$ cat src/rtl/stb_pkg.sv
// -----------------------------------------------------------------------------
// stb_pkg
// Shared definitions for the store-to-bus path (burst_store -> stb_axi_master):
// AXI burst/size/response encodings, legal burst-length codes, the write
// master state enum and small decode helpers.
// -----------------------------------------------------------------------------
package stb_pkg;

   // AXI burst type and transfer size used by every store burst
   localparam logic [1:0] AXI_BURST_INCR  = 2'b01;
   localparam logic [2:0] AXI_SIZE_16B    = 3'b100;

   // AXI write response encodings
   localparam logic [1:0] AXI_RESP_OKAY   = 2'b00;
   localparam logic [1:0] AXI_RESP_EXOKAY = 2'b01;
   localparam logic [1:0] AXI_RESP_SLVERR = 2'b10;
   localparam logic [1:0] AXI_RESP_DECERR = 2'b11;

   // Legal burst-length codes (beats minus one) shared with burst_store
   localparam logic [7:0] BURST_LEN_1     = 8'd0;
   localparam logic [7:0] BURST_LEN_2     = 8'd1;
   localparam logic [7:0] BURST_LEN_4     = 8'd3;
   localparam logic [7:0] BURST_LEN_8     = 8'd7;

   // Write master sequencing states
   typedef enum logic [2:0] {
      ST_IDLE  = 3'd0,
      ST_AW    = 3'd1,
      ST_W     = 3'd2,
      ST_B     = 3'd3,
      ST_REARM = 3'd4
   } stb_state_e;

   // True for SLVERR and DECERR responses
   function automatic logic resp_is_err(input logic [1:0] resp);
      return (resp == AXI_RESP_SLVERR) || (resp == AXI_RESP_DECERR);
   endfunction

   // True for the burst lengths burst_store is allowed to request
   function automatic logic burst_len_legal(input logic [7:0] len);
      return (len == BURST_LEN_1) || (len == BURST_LEN_2) ||
             (len == BURST_LEN_4) || (len == BURST_LEN_8);
   endfunction

endpackage

$ cat src/rtl/stb_axi_master.sv
// -----------------------------------------------------------------------------
// stb_axi_master
// AXI4 write master directly downstream of burst_store. Takes one store
// request (address, one data word, burst length, strobes), issues it as a
// single INCR burst on AW/W/B, and pulses req_done when the response returns.
//
// Ports
//   clk, rst_n            clock, asynchronous active-low reset
//   req_valid             level request, held by upstream until req_done
//   req_addr/data/burst_len/wstrb   request payload (latched on accept)
//   req_done, req_err     one-cycle completion pulse and its error flag
//   busy                  high from accept until the completion pulse
//   aw*/w*/b*             AXI4 write address, write data and response channels
// -----------------------------------------------------------------------------
module stb_axi_master
   import stb_pkg::*;
#(
   parameter int unsigned           ADDR_WIDTH = 32,
   parameter int unsigned           DATA_WIDTH = 128,
   parameter int unsigned           STRB_WIDTH = 16,
   parameter int unsigned           ID_WIDTH   = 4,
   parameter logic [ID_WIDTH-1:0]   AXI_ID     = {ID_WIDTH{1'b0}}
) (
   input  logic                     clk,
   input  logic                     rst_n,
   input  logic                     req_valid,
   input  logic [ADDR_WIDTH-1:0]    req_addr,
   input  logic [DATA_WIDTH-1:0]    req_data,
   input  logic [7:0]               req_burst_len,
   input  logic [STRB_WIDTH-1:0]    req_wstrb,
   output logic                     req_done,
   output logic                     req_err,
   output logic                     busy,
   output logic                     awvalid,
   input  logic                     awready,
   output logic [ADDR_WIDTH-1:0]    awaddr,
   output logic [7:0]               awlen,
   output logic [2:0]               awsize,
   output logic [1:0]               awburst,
   output logic [ID_WIDTH-1:0]      awid,
   output logic                     wvalid,
   input  logic                     wready,
   output logic [DATA_WIDTH-1:0]    wdata,
   output logic [STRB_WIDTH-1:0]    wstrb,
   output logic                     wlast,
   input  logic                     bvalid,
   output logic                     bready,
   input  logic [1:0]               bresp,
   input  logic [ID_WIDTH-1:0]      bid
);

   stb_state_e                r_state;
   stb_state_e                w_state_nxt;
   logic [ADDR_WIDTH-1:0]     r_addr;
   logic [DATA_WIDTH-1:0]     r_data;
   logic [7:0]                r_len;
   logic [STRB_WIDTH-1:0]     r_wstrb;
   logic [7:0]                r_beat;
   logic                      r_armed;
   logic                      r_done;
   logic                      r_err;

   logic                      w_accept;
   logic                      w_aw_hs;
   logic                      w_w_hs;
   logic                      w_b_hs;
   logic                      w_last_beat;

   // Handshake and control decodes; all channel valids come straight from the
   // state register, so an asynchronous reset drops them immediately.
   assign w_accept    = (r_state == ST_IDLE) && req_valid && r_armed;
   assign w_last_beat = (r_beat == r_len);
   assign w_aw_hs     = awvalid && awready;
   assign w_w_hs      = wvalid && wready;
   assign w_b_hs      = bvalid && bready;

   assign awvalid  = (r_state == ST_AW);
   assign awaddr   = r_addr;
   assign awlen    = r_len;
   assign awsize   = AXI_SIZE_16B;
   assign awburst  = AXI_BURST_INCR;
   assign awid     = AXI_ID;
   assign wvalid   = (r_state == ST_W);
   assign wdata    = r_data;
   assign wstrb    = r_wstrb;
   assign wlast    = (r_state == ST_W) && w_last_beat;
   assign bready   = (r_state == ST_B);
   assign busy     = (r_state != ST_IDLE);
   assign req_done = r_done;
   assign req_err  = r_err;

   // State register
   always_ff @(posedge clk or negedge rst_n) begin
      if (!rst_n) begin
         r_state <= ST_IDLE;
      end else begin
         r_state <= w_state_nxt;
      end
   end

   // Next-state logic: one pass IDLE -> AW -> W -> B -> REARM -> IDLE
   always_comb begin
      w_state_nxt = r_state;
      case (r_state)
         ST_IDLE:  if (w_accept)                 w_state_nxt = ST_AW;
                   else                          w_state_nxt = ST_IDLE;
         ST_AW:    if (w_aw_hs)                  w_state_nxt = ST_W;
                   else                          w_state_nxt = ST_AW;
         ST_W:     if (w_w_hs && w_last_beat)    w_state_nxt = ST_B;
                   else                          w_state_nxt = ST_W;
         ST_B:     if (w_b_hs)                   w_state_nxt = ST_REARM;
                   else                          w_state_nxt = ST_B;
         ST_REARM:                               w_state_nxt = ST_IDLE;
         default:                                w_state_nxt = ST_IDLE;
      endcase
   end

   // Request payload capture; address is forced to a 16-byte boundary to match awsize
   always_ff @(posedge clk or negedge rst_n) begin
      if (!rst_n) begin
         r_addr  <= {ADDR_WIDTH{1'b0}};
         r_data  <= {DATA_WIDTH{1'b0}};
         r_len   <= 8'd0;
         r_wstrb <= {STRB_WIDTH{1'b0}};
      end else if (w_accept) begin
         r_addr  <= {req_addr[ADDR_WIDTH-1:4], 4'b0000};
         r_data  <= req_data;
         r_len   <= req_burst_len;
         r_wstrb <= req_wstrb;
      end
   end

   // Beat counter: cleared on accept, counts accepted W beats
   always_ff @(posedge clk or negedge rst_n) begin
      if (!rst_n) begin
         r_beat <= 8'd0;
      end else if (w_accept) begin
         r_beat <= 8'd0;
      end else if (w_w_hs) begin
         r_beat <= r_beat + 8'd1;
      end
   end

   // Completion pulse; an ID mismatch is reported as an error too
   always_ff @(posedge clk or negedge rst_n) begin
      if (!rst_n) begin
         r_done <= 1'b0;
         r_err  <= 1'b0;
      end else begin
         r_done <= w_b_hs;
         r_err  <= w_b_hs && (resp_is_err(bresp) || (bid != AXI_ID));
      end
   end

   // Re-arm guard: a request level still high after completion must drop
   // before another request can be accepted.
   always_ff @(posedge clk or negedge rst_n) begin
      if (!rst_n) begin
         r_armed <= 1'b1;
      end else if (r_state == ST_REARM) begin
         r_armed <= 1'b0;
      end else if (!req_valid) begin
         r_armed <= 1'b1;
      end
   end

endmodule

$ cat config.mk
export PLATFORM = sky130hd
export DESIGN_NAME = stb_axi_master
export DESIGN_NICKNAME = d
export VERILOG_FILES = /design/src/rtl/stb_pkg.sv /design/src/rtl/stb_axi_master.sv
export SDC_FILE = /design/constraint.sdc
export NUM_CORES = 1
export LEC_CHECK = 0
export BUFFER_PORTS_ARGS = -buffer_cell sky130_fd_sc_hd__buf_2
export CORE_AREA = 8 8 150 152
export DETAILED_ROUTE_END_ITERATION = 7
export DIE_AREA = 0 0 158 160
export HOLD_SLACK_MARGIN = 0.12
export MAX_ROUTING_LAYER = met4
export PLACE_DENSITY = 0.72
export SYNTH_ARGS = -nofsm -noshare
export SYNTH_HDL_FRONTEND = slang
export SYNTH_SLANG_ARGS = --single-unit
$ cat constraint.sdc
create_clock -name clk -period 1.6 [get_ports clk]
set_input_delay 0.16 -clock clk [delete_from_list [all_inputs] [get_ports clk]]
set_output_delay 0.16 -clock clk [all_outputs]
set_load 0.05 [all_outputs]
==> results.json, run 1 <==
{
  "maxCapViolations": 0,
  "yosysSeqAreaShare_pct": 64.07,
  "critPathKind": "flop to output port",
  "syn_avg_cell_area_sq_um": 16.12,
  "clockBufferDepth": 2,
  "htree_num_levels": 4,
  "worst_hold_slack_ps": 227.0,
  "crit_fanout": 2,
  "clock_latency_ps": 420,
  "dp_slack_ps": -189.1,
  "cts_tree": "yes",
  "drtIter0Drc": 291,
  "routedWlPerCell_um": 22.96,
  "vias": 6679,
  "peakVddDrop_mv": 1.440,
  "failed_checks": "negative setup slack",
  "layout_commonest_cell": "buf_2",
  "status": "complete, but fails checks",
  "synth-seq-cells": 194,
  "grt_max_degree": 43,
  "maxSlewViolCount": 0,
  "drive_gt1_share_pct": 61.01,
  "routed_via_density": 4.774,
  "multi_input_area_sq_mm": 0.003251,
  "grt-ovfl-total": 0,
  "arrival_ps": 1770,
  "die_x_um": 158,
  "initial_utilization_pct": 37.82,
  "synth_edf_count": 0,
  "regArea_sq_mm": 0.004856,
  "synth_flop_cell": "dfrtp_1",
  "cp-start-kind": "flop",
  "stdcell_area_sq_mm": 0.01418,
  "antenna_found_initial": 2,
  "min_path_type": "input port to asynchronous set/reset pin",
  "root_buffer": "clkbuf_16",
  "synth_area_leaders": "dfrtp_1 64%, mux2_1 15%, mux2_2 12%, buf_6 1.8%, xor2_1 1.6%",
  "finalHoldViolations": 0,
  "cts_sinks": 194,
  "die_y_um": 160,
  "setup_viol": 189,
  "fin_skew_ps": 12.57,
  "die_area_sq_mm": 0.02528,
  "grt_pass1_wl_um": 48260,
  "core_area_sq_mm": 0.02004,
  "syn-cell-area_sq_mm": 0.007579,
  "wirelength_um": 32120,
  "drc_errors": 0,
  "num-fill-cells": 1238,
  "layout_setup_ws_ps": -329.6,
  "io_buffers": 377,
  "areaGrowthSynthToFinish_pct": 87.07,
  "min_period_over_period_pct": 120.6,
  "grt_pass1_vias": 7901,
  "synthArstFlopShare_pct": 100.0,
  "cp-end-kind": "output port",
  "dr.pass1.iters": 5,
  "grt_use_total_pct": 25.87,
  "fmax_mhz": 518.3,
  "fin_nets": 1310,
  "hpwl_um": 17640,
  "synth.distinct_cells": 31,
  "synth_top_cell_by_area": "dfrtp_1",
  "numCtsBuffers": 17,
  "synth_cells": 470,
  "cp.required_ps": 1440,
  "path_clk_slew_ps": 80,
  "synth_top_cell_area_share_pct": 63.73,
  "place_area_sq_mm": 0.01011,
  "grt_setup_unrepaired": "yes",
  "finalCriticalPeriod_ps": 1930,
  "routabilityCongestion": 0.7919,
  "num_rows": 52,
  "drtAntennaViolNets": 0,
  "final_cell_mix": "371 x buf_2, 193 x dfrtp_1, 190 x dlygate4sd3_1, 180 x mux2_4, 26 x buf_12",
  "powerDensity_mw_per_mm2": 2447,
  "p_leak_nw": 7.085,
  "yosysWarningCount": 0,
  "pin_count": 396
}
[synth_stat cells (2+ instances only)]
| master | number |
|---|---|
| nand4_1 | 2 |
| nor4_1 | 2 |
| buf_6 | 12 |
| and3_1 | 5 |
| nand2_1 | 4 |
| buf_4 | 14 |
| nand3_1 | 3 |
| nor2b_1 | 3 |
| xor2_1 | 14 |
| buf_2 | 8 |
| mux2_1 | 100 |
| dfrtp_1 | 193 |
| a21oi_1 | 3 |
| inv_1 | 2 |
| conb_1 | 2 |
| mux2_2 | 80 |
| nor2_1 | 9 |
[state kept, by name, summed over array words and instances, names as in the netlist]
| register | flops |
|---|---|
| wstrb | 16 |
| wdata | 128 |
| r_armed | 1 |
| r_beat | 8 |
| req_err | 1 |
| awaddr | 28 |
| awlen | 8 |
| req_done | 1 |
| r_state | 3 |
[cell families after synthesis]
family	Yosys count	synth area share, %
simple gates	34	2.691
mux	181	26.88
compound gates	6	0.5118
xor+xnor	15	1.734
fa+ha+maj	1	0.1651
flops	194	64.07
buf+inv	37	3.847
other cells	2	0.09910
[power breakdown]
group          switching (mW)  internal [mW]
combinational            13.3           8.32
sequential               1.58           7.35
clock                    2.07           2.09
[per-layer routing]
layer,up-vias,track usage (%),share of wire (%)
met4,0,11.54,3.9
met2,365,43.63,51
met3,68,6.586,7.6
met5,-,-,0
met1,3345,28.30,38
li1,2901,-,-
[path summary, 6_finish.rpt]
| kind | from | end | slack, ps | depth (start not counted) |
|---|---|---|---|---|
| worst min-delay path | rst_n | wdata[33] | 230 | 2 |
| worst max register to register | r_state[0] | wstrb[0] | -280 | 7 |
| min in group clk | wready | r_beat[0] | 400 | 5 |
| worst min register to register | wdata[44] | wdata[44] | 510 | 1 |
| max in group asynchronous | rst_n | r_armed | 720 | 3 |
| worst max-delay path | r_beat[4] | wlast | -330 | 5 |
[stage by stage]
stage | util (%) | setup TNS [ps] | instances | power [mW]
global route | 70.74 | -45590 | 1398 | 35.95
global placement | 50.47 | -21890 | 1131 | 25.23
floorplan | - | -39260 | 481 | 20.96
finish | 70.75 | -37550 | 1399 | 34.70
detailed placement | 50.47 | -25880 | 1131 | 25.55
CTS | 70.70 | -39800 | 1396 | 34.40
[critical path: stages (launching register included)]
cell and delay [ps]:
dfrtp_1 400, xor2_1 160, nor4_1 280, buf_4 170
and3_4 200, buf_8 140
[repair_timing]
action                                 4_1_cts  5_1_grt
endpoints found under the hold margin      378        0
setup endpoints to repair                  189      192
cloned                                      19        3
hold buffers                               190        0
setup buffers                               25       11
pin swaps                                    6        6
gates resized for setup                    222       36
[area by class of cell]
type | instances | share of cell area [%]
Inverter | 2 | 0.05295
Multi-Input combinational cell | 250 | 22.93
Clock inverter | 13 | 0.9708
Clock buffer | 19 | 3.054
Tap cell | 270 | 2.383
Sequential cell | 194 | 34.25
Timing Repair Buffer | 648 | 36.31
Antenna cell | 3 | 0.05295
Power figures use the tool's default switching activity.
==> inputs of run 2 (changes only) <==
--- a/config.mk
+++ b/config.mk
@@ -6,12 +6,13 @@
 export NUM_CORES = 1
 export LEC_CHECK = 0
 export BUFFER_PORTS_ARGS = -buffer_cell sky130_fd_sc_hd__buf_2
-export CORE_AREA = 8 8 150 152
+export CORE_AREA = 2 2 152 154
 export DETAILED_ROUTE_END_ITERATION = 7
-export DIE_AREA = 0 0 158 160
+export DIE_AREA = 0 0 154 156
+export GPL_ROUTABILITY_DRIVEN = 0
 export HOLD_SLACK_MARGIN = 0.12
 export MAX_ROUTING_LAYER = met4
-export PLACE_DENSITY = 0.72
+export PLACE_DENSITY = 0.65
 export SYNTH_ARGS = -nofsm -noshare
 export SYNTH_HDL_FRONTEND = slang
 export SYNTH_SLANG_ARGS = --single-unit
==> constraint.sdc (replaced) <==
create_clock -name clk -period 1.6 [get_ports clk]
set_input_delay 0.16 -clock clk [delete_from_list [all_inputs] [get_ports clk]]
set_output_delay 0.16 -clock clk [all_outputs]
set_load 0.01 [all_outputs]
==> run 2 against run 1 <==
Design area is 3.0% lower. Via count fell by 4.9%. Setup slack gained 91 ps. The run still ends with negative setup slack left. Non-clock buffer count shrank 12. Highest routed layer unchanged.
==> results.json, run 2 (synthesis gave the netlist of run 1 again) <==
{
  "status": "complete, but fails checks",
  "failed_checks": "negative setup slack",
  "layout_setup_ws_ps": -238.4,
  "core_area_sq_mm": 0.02237,
  "fmax_mhz": 544.0,
  "fin_skew_ps": 13.27,
  "wirelength_um": 24940,
  "routedWlPerCell_um": 17.83,
  "switching_share_pct": 33.55,
  "clockBufferDepth": 2,
  "hpwl_um": 14400,
  "peakVddDrop_mv": 1.037,
  "initial_utilization_pct": 33.89,
  "root_buffer": "clkbuf_16",
  "r2r_start": "r_state[1]",
  "setup_viol": 183,
  "drc_errors": 0,
  "p_total_mw": 25.48,
  "min_path_type": "input port to asynchronous set/reset pin",
  "pin_count": 396,
  "rrSetupSlack_ps": -240,
  "maxCapViolations": 0,
  "routed_via_density": 4.543,
  "dr.pass1.iters": 4,
  "antenna_found_initial": 0,
  "cp-start-kind": "flop",
  "seq_power_share_pct": 34.5,
  "die_x_um": 154,
  "drtIter0Drc": 238,
  "largest_reg_flops": 128,
  "vias": 6355,
  "p_leak_nw": 6.882,
  "maxSlewViolCount": 0,
  "cp.required_ps": 1900,
  "grt_use_total_pct": 20.18,
  "finalCriticalPeriod_ps": 1838,
  "htree_num_levels": 4,
  "num-fill-cells": 1627,
  "die_area_sq_mm": 0.02402,
  "place_area_sq_mm": 0.01013,
  "regArea_sq_mm": 0.004858,
  "cp-end-kind": "flop",
  "final_cell_mix": "372 x buf_2, 191 x dfrtp_1, 189 x dlygate4sd3_1, 150 x mux2_4, 23 x buf_4",
  "r2r-end": "wdata[18]",
  "crit_fanout": 7,
  "diodes": 0,
  "grt_setup_unrepaired": "yes",
  "cts_tree": "yes",
  "path_clk_slew_ps": 80,
  "finalHoldViolations": 0,
  "grt_pass1_wl_um": 37200,
  "min_period_over_period_pct": 114.9,
  "combPwrFrac_pct": 49.0,
  "areaGrowthSynthToFinish_pct": 81.41,
  "fin_nets": 1298,
  "numCtsBuffers": 17,
  "drtAntennaViolNets": 0,
  "reg2regPathDepth": 6,
  "stdcell_area_sq_mm": 0.01375,
  "critPathKind": "flop to flop",
  "powerDensity_mw_per_mm2": 1853,
  "io_buffers": 377,
  "drive_gt1_share_pct": 58.44,
  "num_rows": 55,
  "grt_pass1_vias": 6941,
  "die_y_um": 156,
  "p_int_mw": 16.93,
  "arrival_ps": 2140,
  "p_switching_mw": 8.547,
  "clock_latency_ps": 420,
  "layout_commonest_cell": "buf_2",
  "placed_cells": 1149,
  "grt-ovfl-total": 0,
  "multi_input_area_sq_mm": 0.003082,
  "layout.cells.non_filler": 1399,
  "cts_sinks": 194,
  "clkPwrFrac_pct": 16.5,
  "grt_max_degree": 46
}
run 2: cell count changes in the layout (fill, tap and decap cells not counted), moves of 3 or more:
cell | before | now
inv_8 | 4 | 1
nor2_4 | 4 | 0
mux2_4 | 180 | 150
buf_16 | 11 | 5
buf_12 | 26 | 20
buf_6 | 13 | 16
inv_6 | 4 | 7
mux2_2 | 0 | 11
mux2_1 | 0 | 19
diode_2 | 3 | 0
nor2_1 | 4 | 9
buf_8 | 11 | 5
run 2: worst max-delay path by stage:
stage	slack [ps]	depth (start not counted)	from	end
floorplan	-140	6	r_state[0]	awlen[0]
global placement	-130	5	r_state[2]	wdata[108]
detailed placement	-150	5	r_state[2]	wdata[23]
CTS	-280	4	r_beat[6]	wlast
global route	-320	6	r_state[1]	wlast
finish	-240	6	r_state[1]	wdata[18]
run 2: layout make-up:
type / instances / share of cell area [%]
Tap cell: 285 / 2.594
Timing Repair Buffer: 636 / 35.34
Multi-Input combinational cell: 250 / 22.42
Clock buffer: 19 / 3.222
Inverter: 2 / 0.05460
Sequential cell: 194 / 35.34
Clock inverter: 13 / 1.037
run 2: repair_timing:
item	CTS	global route
setup endpoints to repair	182	185
pin swaps	5	5
gates resized for setup	146	41
cloned	7	5
endpoints found under the hold margin	380	0
setup buffers	12	10
hold buffers	189	0
run 2: power groups by stage:
stage / combinational [mW] / clock, mW / sequential (mW)
floorplan: 3.91 / 0 / 9.73
global placement: 8.83 / 0 / 8.53
detailed placement: 8.98 / 0 / 8.60
CTS: 11.7 / 4.34 / 8.62
global route: 13.2 / 4.55 / 9.06
finish: 12.5 / 4.21 / 8.78
run 2: per-stage QoR:
stage	setup TNS [ps]	setup WS, ps	hold WS, ps	util, %
6_report	-31560	-238.4	271.9	61.47
2_1_floorplan	-19220	-139.4	-135.6	-
3_5_place_dp	-17120	-148.1	153.8	45.30
4_1_cts	-30530	-275.5	250.3	60.31
5_1_grt	-40660	-316.4	279.1	61.47
3_3_place_gp	-16330	-131.6	150.7	45.30
run 2: worst max-delay path, cell delays in order (launching register included):
cell and delay, ps:
dfrtp_1 400, or3_4 420, nor2_8 160, buf_12 170, buf_12 130, buf_16 130, mux2_4 300
run 2: layer usage:
metal | part of all wire, % | track usage (%) | vias up | wire length (um)
li1 | - | - | 2877 | -
met1 | 39 | 23.17 | 3169 | 9841
met2 | 52 | 35.02 | 281 | 12990
met3 | 6.6 | 4.972 | 28 | 1637
met4 | 1.9 | 6.231 | 0 | 468
met5 | 0 | - | - | 0
==> inputs of run 3 (changes only) <==
--- a/config.mk
+++ b/config.mk
@@ -12,7 +12,7 @@
 export GPL_ROUTABILITY_DRIVEN = 0
 export HOLD_SLACK_MARGIN = 0.12
 export MAX_ROUTING_LAYER = met4
-export PLACE_DENSITY = 0.65
+export PLACE_DENSITY = 0.67
 export SYNTH_ARGS = -nofsm -noshare
 export SYNTH_HDL_FRONTEND = slang
 export SYNTH_SLANG_ARGS = --single-unit
==> constraint.sdc (replaced) <==
create_clock -name clk -period 1.6 [get_ports clk]
set_input_delay 0.16 -clock clk [delete_from_list [all_inputs] [get_ports clk]]
set_output_delay 0.16 -clock clk [all_outputs]
set_load 0.02 [all_outputs]
==> run 3 against run 2 <==
The flow still finishes with violations (negative setup slack). Total power grew 6.2%. Sequential share of layout area grew 0.30 points. Design area fell by 0.83%. Sequential power is essentially flat. Non-clock buffer count down 1. Die area stayed put. First-iteration DRC count up 5.5%. Flip-flop and latch count stayed put. Clock skew fell by 3.3 ps. Critical path type is now flop to output port. Largest power group unchanged. Core utilization down 0.51 points.
==> results.json, run 3 (synthesis gave the netlist of run 1 again) <==
{
  "dr.pass1.iters": 4,
  "antenna_found_initial": 0,
  "die_y_um": 156,
  "setup_viol": 183,
  "num_rows": 55,
  "arrival_ps": 1710,
  "cts_sinks": 194,
  "regArea_sq_mm": 0.004858,
  "min_path_type": "input port to asynchronous set/reset pin",
  "die_area_sq_mm": 0.02402,
  "core_area_sq_mm": 0.02237,
  "htree_num_levels": 4,
  "grt_setup_unrepaired": "yes",
  "drive_gt1_share_pct": 59.93,
  "failed_checks": "negative setup slack",
  "grt-ovfl-total": 0,
  "areaGrowthSynthToFinish_pct": 79.91,
  "numCtsBuffers": 17,
  "startpoint": "r_beat[2]",
  "root_buffer": "clkbuf_16",
  "wirelength_um": 24650,
  "grt_max_degree": 43,
  "cp-end-kind": "output port",
  "r2r_start": "r_state[1]",
  "hpwl_um": 14020,
  "io_buffers": 377,
  "p_total_mw": 27.06,
  "finalCriticalPeriod_ps": 1874,
  "routed_via_density": 4.549,
  "routedWlPerCell_um": 17.63,
  "layout_setup_ws_ps": -274.4,
  "dp_slack_ps": -170.0,
  "path_clk_slew_ps": 80,
  "p_leak_nw": 6.773,
  "drc_errors": 0,
  "layout_commonest_cell": "buf_2",
  "cp-start-kind": "flop",
  "drtAntennaViolNets": 0,
  "die_x_um": 154,
  "grt_pass1_vias": 7086,
  "maxCapViolations": 0,
  "diodes": 0,
  "pin_count": 396,
  "drtIter0Drc": 251,
  "vias": 6359,
  "fmax_mhz": 533.5,
  "num-fill-cells": 1604,
  "clockBufferDepth": 2,
  "critPathKind": "flop to output port",
  "largest_reg_flops": 128,
  "stdcell_area_sq_mm": 0.01363,
  "setup_tns_ps": -36480,
  "r2r-end": "wdata[102]",
  "cp.required_ps": 1440,
  "powerDensity_mw_per_mm2": 1985,
  "status": "complete, but fails checks",
  "crit_fanout": 3,
  "peakVddDrop_mv": 0.9627,
  "fin_skew_ps": 9.989,
  "fin_nets": 1297,
  "place_area_sq_mm": 0.01007,
  "initial_utilization_pct": 33.89,
  "multi_input_area_sq_mm": 0.003025,
  "clock_latency_ps": 420,
  "cts_tree": "yes",
  "reg2regPathDepth": 5,
  "grt_use_total_pct": 20.36,
  "min_period_over_period_pct": 117.2,
  "finalHoldViolations": 0,
  "final_cell_mix": "371 x buf_2, 191 x dfrtp_1, 189 x dlygate4sd3_1, 127 x mux2_4, 48 x mux2_2",
  "grt_pass1_wl_um": 37430,
  "maxSlewViolCount": 0,
  "fin_util_pct": 60.96,
  "rrSetupSlack_ps": -260,
  "timing.critical_path.to": "wlast"
}
## run 3: cell count changes in the layout (fill, tap and decap cells not counted), sizes merged
| cell | previous run | this run |
|---|---|---|
| buf | 441 | 442 |
| clkbuf | 25 | 24 |
| clkinv | 5 | 4 |
| clkinvlp | 0 | 1 |
| inv | 10 | 9 |
## run 3: worst min-delay path by stage
stage | endpoint | slack (ps) | cells past startpoint
6_report | wdata[50] | 290 | 2
3_3_place_gp | wdata[50] | 140 | 1
2_1_floorplan | awaddr[10] | -140 | 0
4_1_cts | wdata[22] | 240 | 2
3_5_place_dp | wdata[50] | 140 | 1
5_1_grt | wdata[50] | 300 | 2
## run 3: per-layer routing
metal,global-route usage [%],wire length [um]
met4,6.854,588
met5,-,0
met1,23.07,9990
met3,5.222,1569
met2,35.23,12500
## run 3: critical path: stages, from the launching register on
cell	delay (ps)
dfrtp_2	430
xor2_1	180
nor4_2	330
and3_1	240
buf_6	130
## run 3: where the power goes
part / internal (mW) / switching [mW] / leakage (nW) / total (mW)
clock network: 2.06 / 2.03 / 0.266 / 4.09
logic: 7.32 / 6.88 / 4.20 / 14.2
registers: 7.35 / 1.42 / 2.31 / 8.77
total: 16.7 / 10.3 / 6.77 / 27.1
## run 3: per-stage QoR
step	cells	hold WS, ps
6_report	1398	288.4
3_5_place_dp	1138	143.9
3_3_place_gp	1138	139.2
5_1_grt	1398	295.1
2_1_floorplan	481	-135.6
4_1_cts	1383	243.5
## run 3: what timing repair did
action,in CTS,in global routing
gates cloned,9,4
gates resized for setup,88,82
hold buffers,188,3
setup buffers,16,16
pin swaps,2,12
endpoints found under the setup margin,181,196
endpoints found under the hold margin,379,1
## run 3: cell type report
class	instances	share of cell area, %
Sequential cell	194	35.63
Timing Repair Buffer	635	35.49
Multi-Input combinational cell	250	22.19
Clock buffer	20	3.203
Tap cell	285	2.615
Clock inverter	12	0.8167
Inverter	2	0.05506
